==> src/rtl/cal_pkg.sv <==
// Calendar package: month/year geometry, day-count tables, mod-7 helpers
// and the load FSM state type shared by the calendar blocks.
package cal_pkg;

    localparam int MONTH_CNT = 12;
    localparam int YEAR_SPAN = 100;
    localparam int MONTH_W   = $clog2(MONTH_CNT);
    localparam int DAY_W     = 5;
    localparam int YEAR_W    = 7;

    // Days per month in a common year; February is patched for leap years.
    localparam logic [DAY_W-1:0] DIM_TAB [MONTH_CNT] = '{
        5'd31, 5'd28, 5'd31, 5'd30, 5'd31, 5'd30,
        5'd31, 5'd31, 5'd30, 5'd31, 5'd30, 5'd31
    };

    // Same table reduced mod 7: how far the weekday moves across each month.
    localparam logic [2:0] DIM_MOD7 [MONTH_CNT] = '{
        3'd3, 3'd0, 3'd3, 3'd2, 3'd3, 3'd2,
        3'd3, 3'd3, 3'd2, 3'd3, 3'd2, 3'd3
    };

    typedef enum logic [2:0] {
        IDLE,
        CHECK,
        Y_ACC,
        M_ACC,
        COMMIT
    } cal_state_t;

    // 2000..2099 only: every fourth year starting at offset 0 is leap.
    function automatic logic is_leap(input logic [YEAR_W-1:0] year);
        return (year[1:0] == 2'b00);
    endfunction

    // Out-of-range months return 31 so callers never index past the table;
    // the load check rejects such months separately.
    function automatic logic [DAY_W-1:0] days_in_month(input logic [MONTH_W-1:0] month,
                                                       input logic leap);
        if (month >= MONTH_W'(MONTH_CNT)) return 5'd31;
        if ((month == MONTH_W'(1)) && leap) return 5'd29;
        return DIM_TAB[month];
    endfunction

    function automatic logic [2:0] dim_mod7(input logic [MONTH_W-1:0] month,
                                            input logic leap);
        if (month >= MONTH_W'(MONTH_CNT)) return 3'd0;
        if ((month == MONTH_W'(1)) && leap) return 3'd1;
        return DIM_MOD7[month];
    endfunction

    // Both operands are below 7, so one conditional subtract is enough.
    function automatic logic [2:0] add_mod7(input logic [2:0] a, input logic [2:0] b);
        logic [3:0] s;
        s = {1'b0, a} + {1'b0, b};
        if (s >= 4'd7) s = s - 4'd7;
        return s[2:0];
    endfunction

    // Reduce a 5-bit value (at most 31) mod 7 with unrolled subtracts.
    function automatic logic [2:0] mod7_day(input logic [DAY_W-1:0] d);
        logic [DAY_W-1:0] r;
        r = d;
        for (int i = 0; i < 4; i++) begin
            if (r >= 5'd7) r = r - 5'd7;
        end
        return r[2:0];
    endfunction

endpackage

==> src/rtl/calendar_cnt_if.sv <==
// Date-load handshake bundle: request, data, ready and error pulse.
interface calendar_cnt_if;

    logic                        set_valid_i;
    logic                        set_ready_o;
    logic [4:0]                  set_day_i;
    logic [cal_pkg::MONTH_W-1:0] set_month_i;
    logic [6:0]                  set_year_i;
    logic                        set_err_o;

    modport master (
        output set_valid_i, set_day_i, set_month_i, set_year_i,
        input  set_ready_o, set_err_o
    );

    modport slave (
        input  set_valid_i, set_day_i, set_month_i, set_year_i,
        output set_ready_o, set_err_o
    );

endinterface

==> src/rtl/cal_wday_calc.sv <==
// Weekday iterator: walks the years then the months below the loaded date,
// accumulating the weekday shift mod 7 one step per cycle.
module cal_wday_calc
    import cal_pkg::*;
#(
    parameter int RST_WDAY = 5
) (
    input  logic               clk,
    input  logic               start,
    input  logic               y_step,
    input  logic               m_step,
    input  logic [YEAR_W-1:0]  year,
    input  logic [MONTH_W-1:0] month,
    output logic [2:0]         acc,
    output logic               y_done,
    output logic               m_done
);

    logic [YEAR_W-1:0] cnt;

    // The step that is active on the final year / final month.
    assign y_done = (cnt == (year - 7'd1));
    assign m_done = (cnt == (7'(month) - 7'd1));

    // Start seeds the accumulator with the weekday of 2000-01-01; each step
    // adds one year's or one month's shift, and the counter rewinds between phases.
    always_ff @(posedge clk) begin
        if (start) begin
            acc <= 3'(RST_WDAY);
            cnt <= '0;
        end else if (y_step) begin
            acc <= add_mod7(acc, is_leap(cnt) ? 3'd2 : 3'd1);
            cnt <= y_done ? '0 : cnt + 7'd1;
        end else if (m_step) begin
            acc <= add_mod7(acc, dim_mod7(cnt[MONTH_W-1:0], is_leap(year)));
            cnt <= cnt + 7'd1;
        end
    end

endmodule

==> src/rtl/calendar_cnt.sv <==
// Calendar counter: holds day/month/year offset/weekday, advances on day
// ticks and loads a validated date through a multi-cycle weekday search.
module calendar_cnt
    import cal_pkg::*;
#(
    parameter int RST_DAY   = 1,
    parameter int RST_MONTH = 0,
    parameter int RST_YEAR  = 0,
    parameter int RST_WDAY  = 5
) (
    input  logic               clk_i,
    input  logic               rst_i,
    input  logic               day_tick_i,
    calendar_cnt_if.slave      set_if,
    output logic [4:0]         day_o,
    output logic [MONTH_W-1:0] month_o,
    output logic [6:0]         year_o,
    output logic [2:0]         wday_o,
    output logic               month_chg_o
);

    cal_state_t state_q, state_d;

    logic [DAY_W-1:0]   day_q;
    logic [MONTH_W-1:0] month_q;
    logic [YEAR_W-1:0]  year_q;
    logic [2:0]         wday_q;
    logic               ready_q, err_q, chg_q, pend_q;

    logic [DAY_W-1:0]   sh_day;
    logic [MONTH_W-1:0] sh_month;
    logic [YEAR_W-1:0]  sh_year;

    logic accept, load_ok, tick_now, pend_d, ready_d, chg_d;
    logic start, y_step, m_step, commit, err_set;
    logic y_done, m_done;
    logic [2:0] acc;
    logic [DAY_W-1:0] cur_dim, sh_dim;
    logic end_of_month, end_of_year, end_of_span;

    assign accept   = set_if.set_valid_i & ready_q;
    assign cur_dim  = days_in_month(month_q, is_leap(year_q));
    assign sh_dim   = days_in_month(sh_month, is_leap(sh_year));
    assign load_ok  = (sh_month <= MONTH_W'(MONTH_CNT - 1)) &&
                      (sh_year <= 7'(YEAR_SPAN - 1)) &&
                      (sh_day != '0) && (sh_day <= sh_dim);

    // A deferred tick wins the first idle cycle; ready is low then, so no accept can collide.
    assign tick_now     = (state_q == IDLE) && !accept && (pend_q || day_tick_i);
    assign end_of_month = (day_q >= cur_dim);
    assign end_of_year  = end_of_month && (month_q == MONTH_W'(MONTH_CNT - 1));
    assign end_of_span  = end_of_year && (year_q == 7'(YEAR_SPAN - 1));

    cal_wday_calc #(.RST_WDAY(RST_WDAY)) u_wday (
        .clk    (clk_i),
        .start  (start),
        .y_step (y_step),
        .m_step (m_step),
        .year   (sh_year),
        .month  (sh_month),
        .acc    (acc),
        .y_done (y_done),
        .m_done (m_done)
    );

    // Load FSM state register.
    always_ff @(posedge clk_i) begin
        if (!rst_i) state_q <= IDLE;
        else        state_q <= state_d;
    end

    // Load FSM next state and per-state strobes; empty year/month phases are skipped.
    always_comb begin
        state_d = state_q;
        start   = 1'b0;
        y_step  = 1'b0;
        m_step  = 1'b0;
        commit  = 1'b0;
        err_set = 1'b0;
        unique case (state_q)
            IDLE: begin
                if (accept) state_d = CHECK;
            end
            CHECK: begin
                if (!load_ok) begin
                    err_set = 1'b1;
                    state_d = IDLE;
                end else begin
                    start = 1'b1;
                    if (sh_year != '0)       state_d = Y_ACC;
                    else if (sh_month != '0) state_d = M_ACC;
                    else                     state_d = COMMIT;
                end
            end
            Y_ACC: begin
                y_step = 1'b1;
                if (y_done) state_d = (sh_month != '0) ? M_ACC : COMMIT;
            end
            M_ACC: begin
                m_step = 1'b1;
                if (m_done) state_d = COMMIT;
            end
            COMMIT: begin
                commit  = 1'b1;
                state_d = IDLE;
            end
            default: state_d = IDLE;
        endcase
    end

    // Pending flag: consumed in any idle non-accept cycle, armed by a tick elsewhere.
    always_comb begin
        pend_d = pend_q;
        if ((state_q == IDLE) && !accept) pend_d = 1'b0;
        else if (day_tick_i)              pend_d = 1'b1;
        ready_d = (state_d == IDLE) && !pend_d;
        chg_d   = (tick_now && end_of_month) || (commit && (sh_month != month_q));
    end

    // Handshake and pulse registers.
    always_ff @(posedge clk_i) begin
        if (!rst_i) begin
            ready_q <= 1'b1;
            err_q   <= 1'b0;
            chg_q   <= 1'b0;
            pend_q  <= 1'b0;
        end else begin
            ready_q <= ready_d;
            err_q   <= err_set;
            chg_q   <= chg_d;
            pend_q  <= pend_d;
        end
    end

    // Shadow copy of the requested date, captured on the accept cycle.
    always_ff @(posedge clk_i) begin
        if (accept) begin
            sh_day   <= set_if.set_day_i;
            sh_month <= set_if.set_month_i;
            sh_year  <= set_if.set_year_i;
        end
    end

    // Current date: commit of a loaded date, or one-day advance with rollovers.
    always_ff @(posedge clk_i) begin
        if (!rst_i) begin
            day_q   <= 5'(RST_DAY);
            month_q <= MONTH_W'(RST_MONTH);
            year_q  <= 7'(RST_YEAR);
            wday_q  <= 3'(RST_WDAY);
        end else if (commit) begin
            day_q   <= sh_day;
            month_q <= sh_month;
            year_q  <= sh_year;
            wday_q  <= add_mod7(acc, mod7_day(sh_day - 5'd1));
        end else if (tick_now) begin
            wday_q <= end_of_span ? 3'(RST_WDAY) : add_mod7(wday_q, 3'd1);
            if (!end_of_month) begin
                day_q <= day_q + 5'd1;
            end else begin
                day_q <= 5'd1;
                if (end_of_year) begin
                    month_q <= '0;
                    year_q  <= end_of_span ? '0 : year_q + 7'd1;
                end else begin
                    month_q <= month_q + MONTH_W'(1);
                end
            end
        end
    end

    assign set_if.set_ready_o = ready_q;
    assign set_if.set_err_o   = err_q;
    assign day_o              = day_q;
    assign month_o            = month_q;
    assign year_o             = year_q;
    assign wday_o             = wday_q;
    assign month_chg_o        = chg_q;

endmodule
==> src/flat_wrapper.sv <==
// flat-port wrapper written by rule: the top's interface ports become plain ports
module calendar_cnt_flat import cal_pkg::*;
#(
    parameter int RST_DAY   = 1,
    parameter int RST_MONTH = 0,
    parameter int RST_YEAR  = 0,
    parameter int RST_WDAY  = 5
)
  (clk_i, rst_i, day_tick_i, day_o, month_o, year_o, wday_o, month_chg_o, set_if_set_valid_i, set_if_set_day_i, set_if_set_month_i, set_if_set_year_i, set_if_set_ready_o, set_if_set_err_o);
  calendar_cnt_if set_if_i ();
  input  logic clk_i;
  input  logic rst_i;
  input  logic day_tick_i;
  output logic [4:0] day_o;
  output logic [MONTH_W-1:0] month_o;
  output logic [6:0] year_o;
  output logic [2:0] wday_o;
  output logic month_chg_o;
  input wire logic [$bits(set_if_i.set_valid_i)-1:0] set_if_set_valid_i;
  input wire logic [$bits(set_if_i.set_day_i)-1:0] set_if_set_day_i;
  input wire logic [$bits(set_if_i.set_month_i)-1:0] set_if_set_month_i;
  input wire logic [$bits(set_if_i.set_year_i)-1:0] set_if_set_year_i;
  output wire logic [$bits(set_if_i.set_ready_o)-1:0] set_if_set_ready_o;
  output wire logic [$bits(set_if_i.set_err_o)-1:0] set_if_set_err_o;
  assign set_if_i.set_valid_i = set_if_set_valid_i;
  assign set_if_i.set_day_i = set_if_set_day_i;
  assign set_if_i.set_month_i = set_if_set_month_i;
  assign set_if_i.set_year_i = set_if_set_year_i;
  assign set_if_set_ready_o = set_if_i.set_ready_o;
  assign set_if_set_err_o = set_if_i.set_err_o;
  calendar_cnt #(.RST_DAY(RST_DAY), .RST_MONTH(RST_MONTH), .RST_YEAR(RST_YEAR), .RST_WDAY(RST_WDAY)) u_core (.clk_i(clk_i), .rst_i(rst_i), .day_tick_i(day_tick_i), .set_if(set_if_i), .day_o(day_o), .month_o(month_o), .year_o(year_o), .wday_o(wday_o), .month_chg_o(month_chg_o));
endmodule
==> config.mk <==
export PLATFORM = sky130hd
export DESIGN_NAME = calendar_cnt_flat
export DESIGN_NICKNAME = d
export VERILOG_FILES = /design/src/rtl/cal_pkg.sv /design/src/rtl/calendar_cnt_if.sv /design/src/rtl/cal_wday_calc.sv /design/src/rtl/calendar_cnt.sv /design/src/flat_wrapper.sv
export SDC_FILE = /design/constraint.sdc
export NUM_CORES = 1
export LEC_CHECK = 0
export CAP_MARGIN = 20
export CELL_PAD_IN_SITES_DETAIL_PLACEMENT = 1
export CELL_PAD_IN_SITES_GLOBAL_PLACEMENT = 1
export CORE_UTILIZATION = 40
export CTS_CLUSTER_DIAMETER = 60
export DETAILED_ROUTE_END_ITERATION = 12
export GPL_TIMING_DRIVEN = 0
export HOLD_SLACK_MARGIN = 0.02
export PLACE_DENSITY = 0.77
export SLEW_MARGIN = 10
export SYNTH_ARGS = -nofsm -noshare
export SYNTH_HDL_FRONTEND = slang
export SYNTH_SLANG_ARGS = --single-unit
==> constraint.sdc <==
create_clock -name clk_i -period 6.4 [get_ports clk_i]
set_clock_uncertainty 0.1 [all_clocks]
set_input_delay 1.6 -clock clk_i [delete_from_list [all_inputs] [get_ports clk_i]]
set_output_delay 1.6 -clock clk_i [all_outputs]
set_load 0.005 [all_outputs]
==> reports/summary.md, run 1 <==
The flow ran to the end, and the final reports show no timing, DRC or antenna violations. The filler cells instantiated in the layout total 1,284. The worst min-delay path category is reg -> reg. Kind of end point of the critical path: a flip-flop. For the initial antenna violation count, the log shows 0.

The worst hold path stage count is 2, and the number of cell rows is 37. Count of max-cap constraint violations: 0. Summed over all instances, the cell type with the most area after synthesis is dfxtp_1. In this run the critical register-to-register path is captured at u_core.wday_o[1].

Port buffer count: 41. The critical path data required time is 6510 ps, and the number of clock sinks seen by CTS is 52. STA classifies the critical path startpoint as a flip-flop. Relative to the synthesized area, the layout overhead comes to 25.2%. Measured along the x axis, the die boundary spans 107 um. The tools report the initial core utilization as 0.419. The tools report the worst flop-to-flop path startpoint as u_core.sh_day[1].

The top-level I/O count is 42. The tools report the total number of vias as 4,341. Summing all multi-input logic gate instances after layout gives 3150 um2. The core region is 10,500 um2. The number of endpoints failing setup at the final stage was 0; the total standard cell area after synthesis was 4380 um2. Number of cells traversed by the worst register-to-register path: 33.

Summing all placed instances gives a cell area of 4970 um2. In the final routed layout, each cell accounts on average for 18.0 um. The tools report the register area share after synthesis as 0.274. The number of antenna diodes in the final layout is 0.

Of all nets on the critical path, the largest fanout is 5. For this design, the slowest cell found on the critical path is or4b_4. The finished cells cover 5480 um2.

The number of clock buffers added by TritonCTS is 5. Pin count of the biggest net entering global routing: 19. The combined global-route utilization of all metal layers is 0.240, and the leakage component of the power is 0.00208 uW. The die covers 11,400 um2. Following the worst setup path forward leads to its endpoint at u_core.wday_o[1]. TritonCTS built the clock tree. At the end of the flow, the number of nets in the layout was 670. Number of enable-type register cells in the synthesized netlist: 16. Counting every instance in the synthesized netlist gives 537. The tools report the highest attainable clock frequency as 0.159 GHz. The final weighted congestion in routability-driven placement was 0.806; the share of Yosys cell area claimed by the top area cell type was 0.165. During synthesis, Yosys emitted a total of 0 warnings. The largest stage delay on the critical path works out to 540 ps. Tracing the worst setup path back leads to its startpoint at u_core.sh_day[1]. Total DRC errors in the routed layout: 0. Sorting the synthesized cells by area gives the leading types as dfxtp_1 (16%), edfxtp_1 (11%), ha_1 (9.7%). For this run the aggregate overflow at the end of global routing stands at 0. The number of different library cells used by synthesis comes to 70.

For this run, the detailed router's first-pass iteration total came to 4. The number of buffers on the longest clock path is 2, and the DRC violation total after the first TritonRoute iteration is 145. The slew at the pin with the worst max-slew slack was 898 ps. The number of levels the H-tree was split into is 2.

The minimum clock period after layout is 6290 ps. The share of final-layout standard cells stronger than drive strength 1 is 0.155. The synthesized design contains 52 register bits. The tools report the sequential cell area as 1200 um2.

Clock-pin slew was measured on the worst setup and hold paths at 100 ps. In the final timing run, aggregate negative setup slack is 0 ps. After legalization and detailed placement, the total HPWL measured 9550 um. The setup path with the least slack is of type reg -> reg. Final hold analysis gives a worst-case slack of 441 ps. The tools report the number of global-route vias before repair as 4,574. The number of vias per cell was 5.79. The power density normalized to cell area was 393 nW/um2.

The worst relative slew slack was 0.401; the number of failing hold endpoints at the final stage was 0. The floorplan step set the die height to 107 um. After clock tree synthesis, the flow added hold-fix buffers numbering 0. The design draws 2150 uW. The count of pins over their slew limit is 0.

Timing analysis after detailed placement gives a worst setup slack of -939 ps. The share of the cycle needed by the critical path after routing works out to 0.983. Clock tree synthesis selected as its root buffer the cell clkbuf_8. The logs give 6400 ps for the data arrival time at the worst-slack endpoint and 594 for the total nets after synthesis.

The final layout contains routed wiring with a total length of 13,500 um. The most used flip-flop cell after synthesis is dfxtp_1. The worst-case IR drop observed on VDD is 0.205 mV. The first-pass GRT wire length was 22,000 um.

The worst setup slack for register-to-register paths is 110 ps, and the average footprint of a synthesized cell is 8.15 um2. Clock latency on the worst-skew pair, taken at its later pin, is 310 ps. The worst setup slack after layout is 109 ps, and the share of flip-flops with an asynchronous set or reset after synthesis is 0. The final antenna-violating net count came out at 0.
==> flip-flops by register name, summed over array words and instances (netlist names) <==
signal,count
u_core.day_o,5
u_core.month_chg_o,1
u_core.month_o,4
u_core.pend_q,1
u_core.set_if.set_err_o,1
u_core.set_if.set_ready_o,1
u_core.sh_day,5
u_core.sh_month,4
u_core.sh_year,7
u_core.state_q,3
u_core.u_wday.acc,3
u_core.u_wday.cnt,7
u_core.wday_o,3
u_core.year_o,7
==> per-stage QoR <==
step / std cells / util
CTS: 741 / 0.508
finish: 750 / 0.524
global placement: 714 / 0.475
floorplan: 537 / -
global route: 750 / 0.524
detailed placement: 714 / 0.475
==> repair_timing <==
item | in CTS | in global routing
setup buffers | 19 | 9
pin swaps | 16 | 14
gates resized for setup | 19 | 24
setup endpoints to repair | 3 | 3
==> cell usage after synthesis, types with 9 or more instances <==
library cell	count
clkbuf_1	15
inv_1	25
nor3_1	16
nor2b_1	16
xnor2_1	18
nor2_1	38
ha_1	34
edfxtp_1	16
nand2b_1	16
xor2_1	10
o211ai_1	9
dfxtp_1	36
nand3_1	22
nand2_1	52
a21oi_1	30
o21ai_0	38
==> cell families (layout without fill, tap and decap cells) <==
group / Yosys count / count (layout) / synth area share
AND/OR/NAND/NOR: 204 / 204 / 0.245
AO/OA/AOI/OAI: 152 / 152 / 0.233
flip-flops: 52 / 52 / 0.274
buffers and inverters: 52 / 129 / 0.0506
adder cells (fa/ha/maj): 38 / 38 / 0.113
XOR/XNOR: 28 / 28 / 0.0560
multiplexers: 11 / 11 / 0.0277
==> worst max-delay path: cells and delay by family, from the launching register on <==
kind,cells,cell delay (ps)
simple gates,7,1390
fa+ha+maj,6,1340
compound gates,12,1680
mux,2,610
buf+inv,5,440
flops,1,400
xor+xnor,1,230
==> placed cells by master (no fill, tap or decap), drive strengths merged, types with 10 or more instances in the layout <==
cell           instances
nand2                 52
nand2b                16
edfxtp                16
clkbuf                20
inv                   26
a21oi                 31
buf                   39
nor3                  16
clkdlybuf4s50         41
xor2                  10
nor2b                 16
dfxtp                 36
xnor2                 18
o211ai                11
o21ai                 47
ha                    34
nor2                  40
nand3                 22
==> power breakdown <==
part	total (uW)	internal (uW)	switching [uW]
combinational	1480	741	740
sequential	439	380	59.0
clock	232	116	116
==> routing by layer <==
layer | routed length [um] | global-route usage | vias to the layer above | part of all wire
li1 | - | - | 2096 | -
met1 | 6050 | 0.302 | 2151 | 0.45
met2 | 6910 | 0.430 | 78 | 0.51
met3 | 409 | 0.0286 | 16 | 0.030
met4 | 134 | 0.0656 | 0 | 0.0099
met5 | 0 | 0 | - | 0
==> worst min path at each step <==
stage / start / end / slack [ps]
finish: u_core.day_o[4] / u_core.day_o[4] / 440
global route: u_core.pend_q / u_core.pend_q / 480
CTS: u_core.day_o[4] / u_core.day_o[4] / 440
detailed placement: u_core.day_o[4] / u_core.day_o[4] / 430
global placement: u_core.day_o[4] / u_core.day_o[4] / 410
floorplan: u_core.u_wday.acc[0] / u_core.u_wday.acc[0] / 390
==> layout make-up <==
cell class | count | share of cell area
multi-input cells | 433 | 0.575
plain buffers | 26 | 0.0240
inverters | 26 | 0.0178
clock inverters | 3 | 0.00776
clock buffers | 5 | 0.0126
repair buffers | 69 | 0.113
well taps | 136 | 0.0310
flip-flops and latches | 52 | 0.219
(Power assumes the default switching activity.)
==> run 2: changes to the inputs <==
==> constraint.sdc (replaced) <==
create_clock -name clk_i -period 6.4 [get_ports clk_i]
set_clock_uncertainty 0.1 [all_clocks]
set_input_delay 0.64 -clock clk_i [delete_from_list [all_inputs] [get_ports clk_i]]
set_output_delay 0.64 -clock clk_i [all_outputs]
set_load 0.005 [all_outputs]
==> results of run 2 <==
The final DEF is identical to that of run 1; final timing and power are the same.
==> run 3: changes to the inputs <==
--- a/config.mk
+++ b/config.mk
@@ -5,7 +5,6 @@
 export SDC_FILE = /design/constraint.sdc
 export NUM_CORES = 1
 export LEC_CHECK = 0
-export CAP_MARGIN = 20
 export CELL_PAD_IN_SITES_DETAIL_PLACEMENT = 1
 export CELL_PAD_IN_SITES_GLOBAL_PLACEMENT = 1
 export CORE_UTILIZATION = 40
==> results of run 3 <==
The final DEF is identical to that of run 1; final timing and power are the same.
==> edit 1: new RTL, flow settings as in run 3 <==
Reset style: asynchronous (`rst_i`), changed in 3 clocked blocks.
--- a/src/rtl/calendar_cnt.sv
+++ b/src/rtl/calendar_cnt.sv
@@ -64,7 +64,7 @@
     );
 
     // Load FSM state register.
-    always_ff @(posedge clk_i) begin
+    always_ff @(posedge clk_i or negedge rst_i) begin
         if (!rst_i) state_q <= IDLE;
         else        state_q <= state_d;
     end
@@ -118,7 +118,7 @@
     end
 
     // Handshake and pulse registers.
-    always_ff @(posedge clk_i) begin
+    always_ff @(posedge clk_i or negedge rst_i) begin
         if (!rst_i) begin
             ready_q <= 1'b1;
             err_q   <= 1'b0;
@@ -142,7 +142,7 @@
     end
 
     // Current date: commit of a loaded date, or one-day advance with rollovers.
-    always_ff @(posedge clk_i) begin
+    always_ff @(posedge clk_i or negedge rst_i) begin
         if (!rst_i) begin
             day_q   <= 5'(RST_DAY);
             month_q <= MONTH_W'(RST_MONTH);
Check against the original RTL: differs if rst_i is asserted again (counterexample within 4 cycles, from zero or initial values and one cycle with rst_i low); with rst_i held inactive, the same outputs for 4 cycles.
==> edit 1 against run 3 <==
Routed wire length decreased by 8.6%. Critical endpoint is now u_core.wday_o[1]$_DFFE_PN0P_. Die area decreased by 0.24%. Highest routed layer unchanged. Final area decreased by 5.6%. Sequential cell count unchanged. Area after synthesis decreased by 0.26%. Critical path depth decreased by 4. Power decreased by 32%. Non-clock buffer count decreased by 17. Worst setup slack improved by 0.23 ns. Maximum frequency increased by 3.7%.
==> edit 1: results (changes against run 3) <==
run_status:
  status: "finished clean"  # unchanged
routing:
  initialDrtViolationCount: 163  # was 145
  drt-total-wl_mm: 12.3  # was 13.5 mm
  route.vias.total: 4027  # was 4341
  wl_met1_mm: 5.73  # was 6.05 mm
synthesis:
  synth.avg_cell_area_um2: 8.46  # was 8.15 um2
  synth_flop_cell: "dfrtp_1"  # was dfxtp_1
  netlist_top_cells_count: "48 x nand2_1, 41 x o21ai_0, 40 x nor2_1, 35 x ha_1, 32 x a21oi_1"  # was 52 x nand2_1, 38 x nor2_1, 38 x o21ai_0, 36 x dfxtp_1, 34 x ha_1
  synthMuxAreaShare: 0.0286  # was 0.0277
  synthAdderAreaFrac: 0.114  # was 0.113
  seq_area_frac_synth: 0.306  # was 0.274
  yosysUniqueCellTypes: 69  # was 70
  synth-compound-area-share: 0.209  # was 0.233
global_route:
  grt_first_pass_wirelength_mm: 20.7  # was 22.0 mm
  track_usage: 0.226  # was 0.240
pwr:
  p_per_area_nw_per_um2: 282  # was 393 nW/um2
  p_leak_nw: 2.05  # was 2.08 nW
  ir_drop_mv: 0.299  # was 0.205 mV
worst_setup_path:
  cp_top_family: "adder cells"  # was compound AO/OA/AOI/OAI gates
  slowest_delay_ns: 0.45  # was 0.54 ns
  critPathMaxFanout: 10  # was 5
layout:
  fin_cells: 709  # was 750
  fillerInstances: 1257  # was 1284
  multi_input_area_share: 0.554  # was 0.575
  seqCellArea_um2: 1340  # was 1200 um2
  clkCellAreaFrac: 0.0186  # was 0.0203
  fin_nets: 630  # was 670
sta:
  slew_headroom: 0.348  # was 0.401
placed_design:
  hpwl_mm: 9.51  # was 9.55 mm
==> edit 1: cell types whose count changed in the layout (fill, tap and decap cells not counted), moves of 7 or more <==
| cell | change |
|---|---|
| a211oi_1 | +9 |
| a21oi_1 | +7 |
| a22oi_1 | -8 |
| buf_4 | -19 |
| dfrtp_1 | +22 |
| dfxtp_1 | -26 |
| nand2b_1 | -9 |
| o21ai_1 | -7 |
| xor2_1 | +7 |
==> edit 1: repair_timing <==
item | CTS | global route
buffers inserted | 3 | 6
pin swaps | 1 | 4
gates resized for setup | 9 | 10
endpoints found under the setup margin | 3 | 3
==> edit 1: routing by layer <==
metal  vias up  GRT usage
li1       1977          -
met1      1998      0.286
met2        43      0.411
met3         9     0.0270
met4         0     0.0479
met5         -          0
==> edit 1: power breakdown <==
group / switching (mW) / internal (mW)
Clock: 0.127 / 0.0807
Sequential: 0.0707 / 0.404
Combinational: 0.403 / 0.376
Total: 0.601 / 0.860
==> edit 1: worst paths after layout <==
path / from / to / slack, ns / cells after the start
worst max-delay path: u_core.sh_day[0]$_DFFE_PP_ / u_core.wday_o[1]$_DFFE_PN0P_ / 0.34 / 29
worst min-delay path: rst_i / u_core.wday_o[1]$_DFFE_PN0P_ / 0.22 / 1
worst max register to register: u_core.sh_day[0]$_DFFE_PP_ / u_core.wday_o[1]$_DFFE_PN0P_ / 0.34 / 29
worst min register to register: u_core.u_wday.acc[0]$_SDFFE_PP1P_ / u_core.u_wday.acc[0]$_SDFFE_PP1P_ / 0.45 / 2
max in group asynchronous: rst_i / u_core.day_o[4]$_DFFE_PN0P_ / 5.57 / 1
min in group clk_i: u_core.u_wday.acc[0]$_SDFFE_PP1P_ / u_core.u_wday.acc[0]$_SDFFE_PP1P_ / 0.45 / 2
==> edit 2: new RTL, config.mk and constraints of run 3 <==
Without the edit above. The 5 states of `cal_state_t` get a one-hot encoding in 5 bits.
--- a/src/rtl/cal_pkg.sv
+++ b/src/rtl/cal_pkg.sv
@@ -20,12 +20,12 @@
         3'd3, 3'd3, 3'd2, 3'd3, 3'd2, 3'd3
     };
 
-    typedef enum logic [2:0] {
-        IDLE,
-        CHECK,
-        Y_ACC,
-        M_ACC,
-        COMMIT
+    typedef enum logic [4:0] {
+        IDLE   = 5'b00001,
+        CHECK  = 5'b00010,
+        Y_ACC  = 5'b00100,
+        M_ACC  = 5'b01000,
+        COMMIT = 5'b10000
     } cal_state_t;
 
     // 2000..2099 only: every fourth year starting at offset 0 is leap.
Function: same outputs for any inputs over 4 cycles, from zero or initial values and one cycle with rst_i low; so few cycles prove little.
==> edit 2 against run 3 <==
Synthesized cell count decreased by 2.4%. Power decreased by 18%. Largest power group unchanged. Cell count decreased by 2.8%. Final area decreased by 0.96%. Sequential cell count increased by 2. Worst setup slack improved by 0.059 ns. Routed wire length decreased by 4.7%. Critical endpoint unchanged. Global-route usage decreased by 1.1 points. Combinational power decreased by 27%. Area after synthesis decreased by 0.66%. Largest cell class unchanged.
==> edit 2: results (changes against run 3) <==
pwr:
  ir_drop_mv: 0.211  # was 0.205 mV
  p_comb_frac: 0.617  # was 0.688
  p_leak_nw: 2.15  # was 2.08 nW
  p_int_mw: 1.03  # was 1.24 mW
  netSwitchingPower_mw: 0.723  # was 0.914 mW
  pwr-share-clk: 0.142  # was 0.108
routing:
  wl_met1_mm: 6.06  # was 6.05 mm
  viasPerCell: 5.68  # was 5.79
  initialDrtViolationCount: 168  # was 145
  post_drt_wl_per_cell_um: 17.7  # was 18.0 um
  met2WireLength_mm: 6.43  # was 6.91 mm
  dr_wl_met3_um: 302  # was 409 um
layout:
  n_all_buffers: 89  # was 95
  layout.nonclk_buf_frac: 0.131  # was 0.137
  nFlopsAndLatches: 54  # was 52
  fin_cells: 729  # was 750
  layout-drive-gt1-share: 0.140  # was 0.155
  clkCellAreaFrac: 0.0214  # was 0.0203
  multi_input_gates: 416  # was 433
  multiInputGateArea_um2: 3090  # was 3150 um2
synthesis:
  synth-compound-area-share: 0.248  # was 0.233
  netlist_top_cells_count: "57 x nand2_1, 38 x dfxtp_1, 35 x nor2_1, 34 x ha_1, 34 x o21ai_0"  # was 52 x nand2_1, 38 x nor2_1, 38 x o21ai_0, 36 x dfxtp_1, 34 x ha_1
  synthMuxAreaShare: 0.0121  # was 0.0277
  synth.avg_cell_area_um2: 8.30  # was 8.15 um2
  synth_area_leaders: "dfxtp_1 17%, edfxtp_1 11%, ha_1 9.8%"  # was dfxtp_1 16%, edfxtp_1 11%, ha_1 9.7%
  synthAdderAreaFrac: 0.112  # was 0.113
  yosysUniqueCellTypes: 71  # was 70
  synth_xor_area_frac: 0.0684  # was 0.0560
worst_setup_path:
  critPathMaxFanout: 10  # was 5
  slowest_stage: "or4_4"  # was or4b_4
  critPathArrivalTime_ns: 6.35  # was 6.40 ns
global_route:
  grt_pass1_vias: 4255  # was 4574
  track_usage: 0.229  # was 0.240
  use_met3: 0.0239  # was 0.0286
  use_met2: 0.408  # was 0.430
  grt_first_pass_wirelength_mm: 20.8  # was 22.0 mm
  grt_max_degree: 20  # was 19
run_status:
  status: "finished clean"  # unchanged
placed_design:
  place_area_um2: 4920  # was 4970 um2
  hpwl_mm: 9.35  # was 9.55 mm
  gp_congestion: 0.820  # was 0.806
  numPortBuffers: 40  # was 41
  dp_slack_ns: -0.909  # was -0.939 ns
  dp.cells: 700  # was 714
clocking:
  clock_latency_ns: 0.33  # was 0.31 ns
  cts_resized: 27  # was 19
  postCtsSetupBuffers: 9  # was 19
sta:
  worst_pin_slew_ns: 1.16  # was 0.898 ns
-- edit 2: changes by cell type after synthesis, moves of 6 or more --
cell / before / now
a21oi_1: 30 / 22
o211a_1: 4 / 10
nand2b_1: 16 / 5
xor2_1: 10 / 18
a21boi_0: 8 / 2
nor2b_1: 16 / 10
-- edit 2: path summary, 6_finish.rpt --
kind	start	to	slack, ns	depth (start not counted)
setup reg to reg	u_core.sh_day[0]$_DFFE_PP_	u_core.wday_o[1]$_SDFFE_PN0P_	0.17	32
setup / recovery	u_core.sh_day[0]$_DFFE_PP_	u_core.wday_o[1]$_SDFFE_PN0P_	0.17	32
hold / removal	u_core.year_o[6]$_SDFFE_PN0P_	u_core.year_o[6]$_SDFFE_PN0P_	0.49	1
hold reg to reg	u_core.year_o[6]$_SDFFE_PN0P_	u_core.year_o[6]$_SDFFE_PN0P_	0.49	1
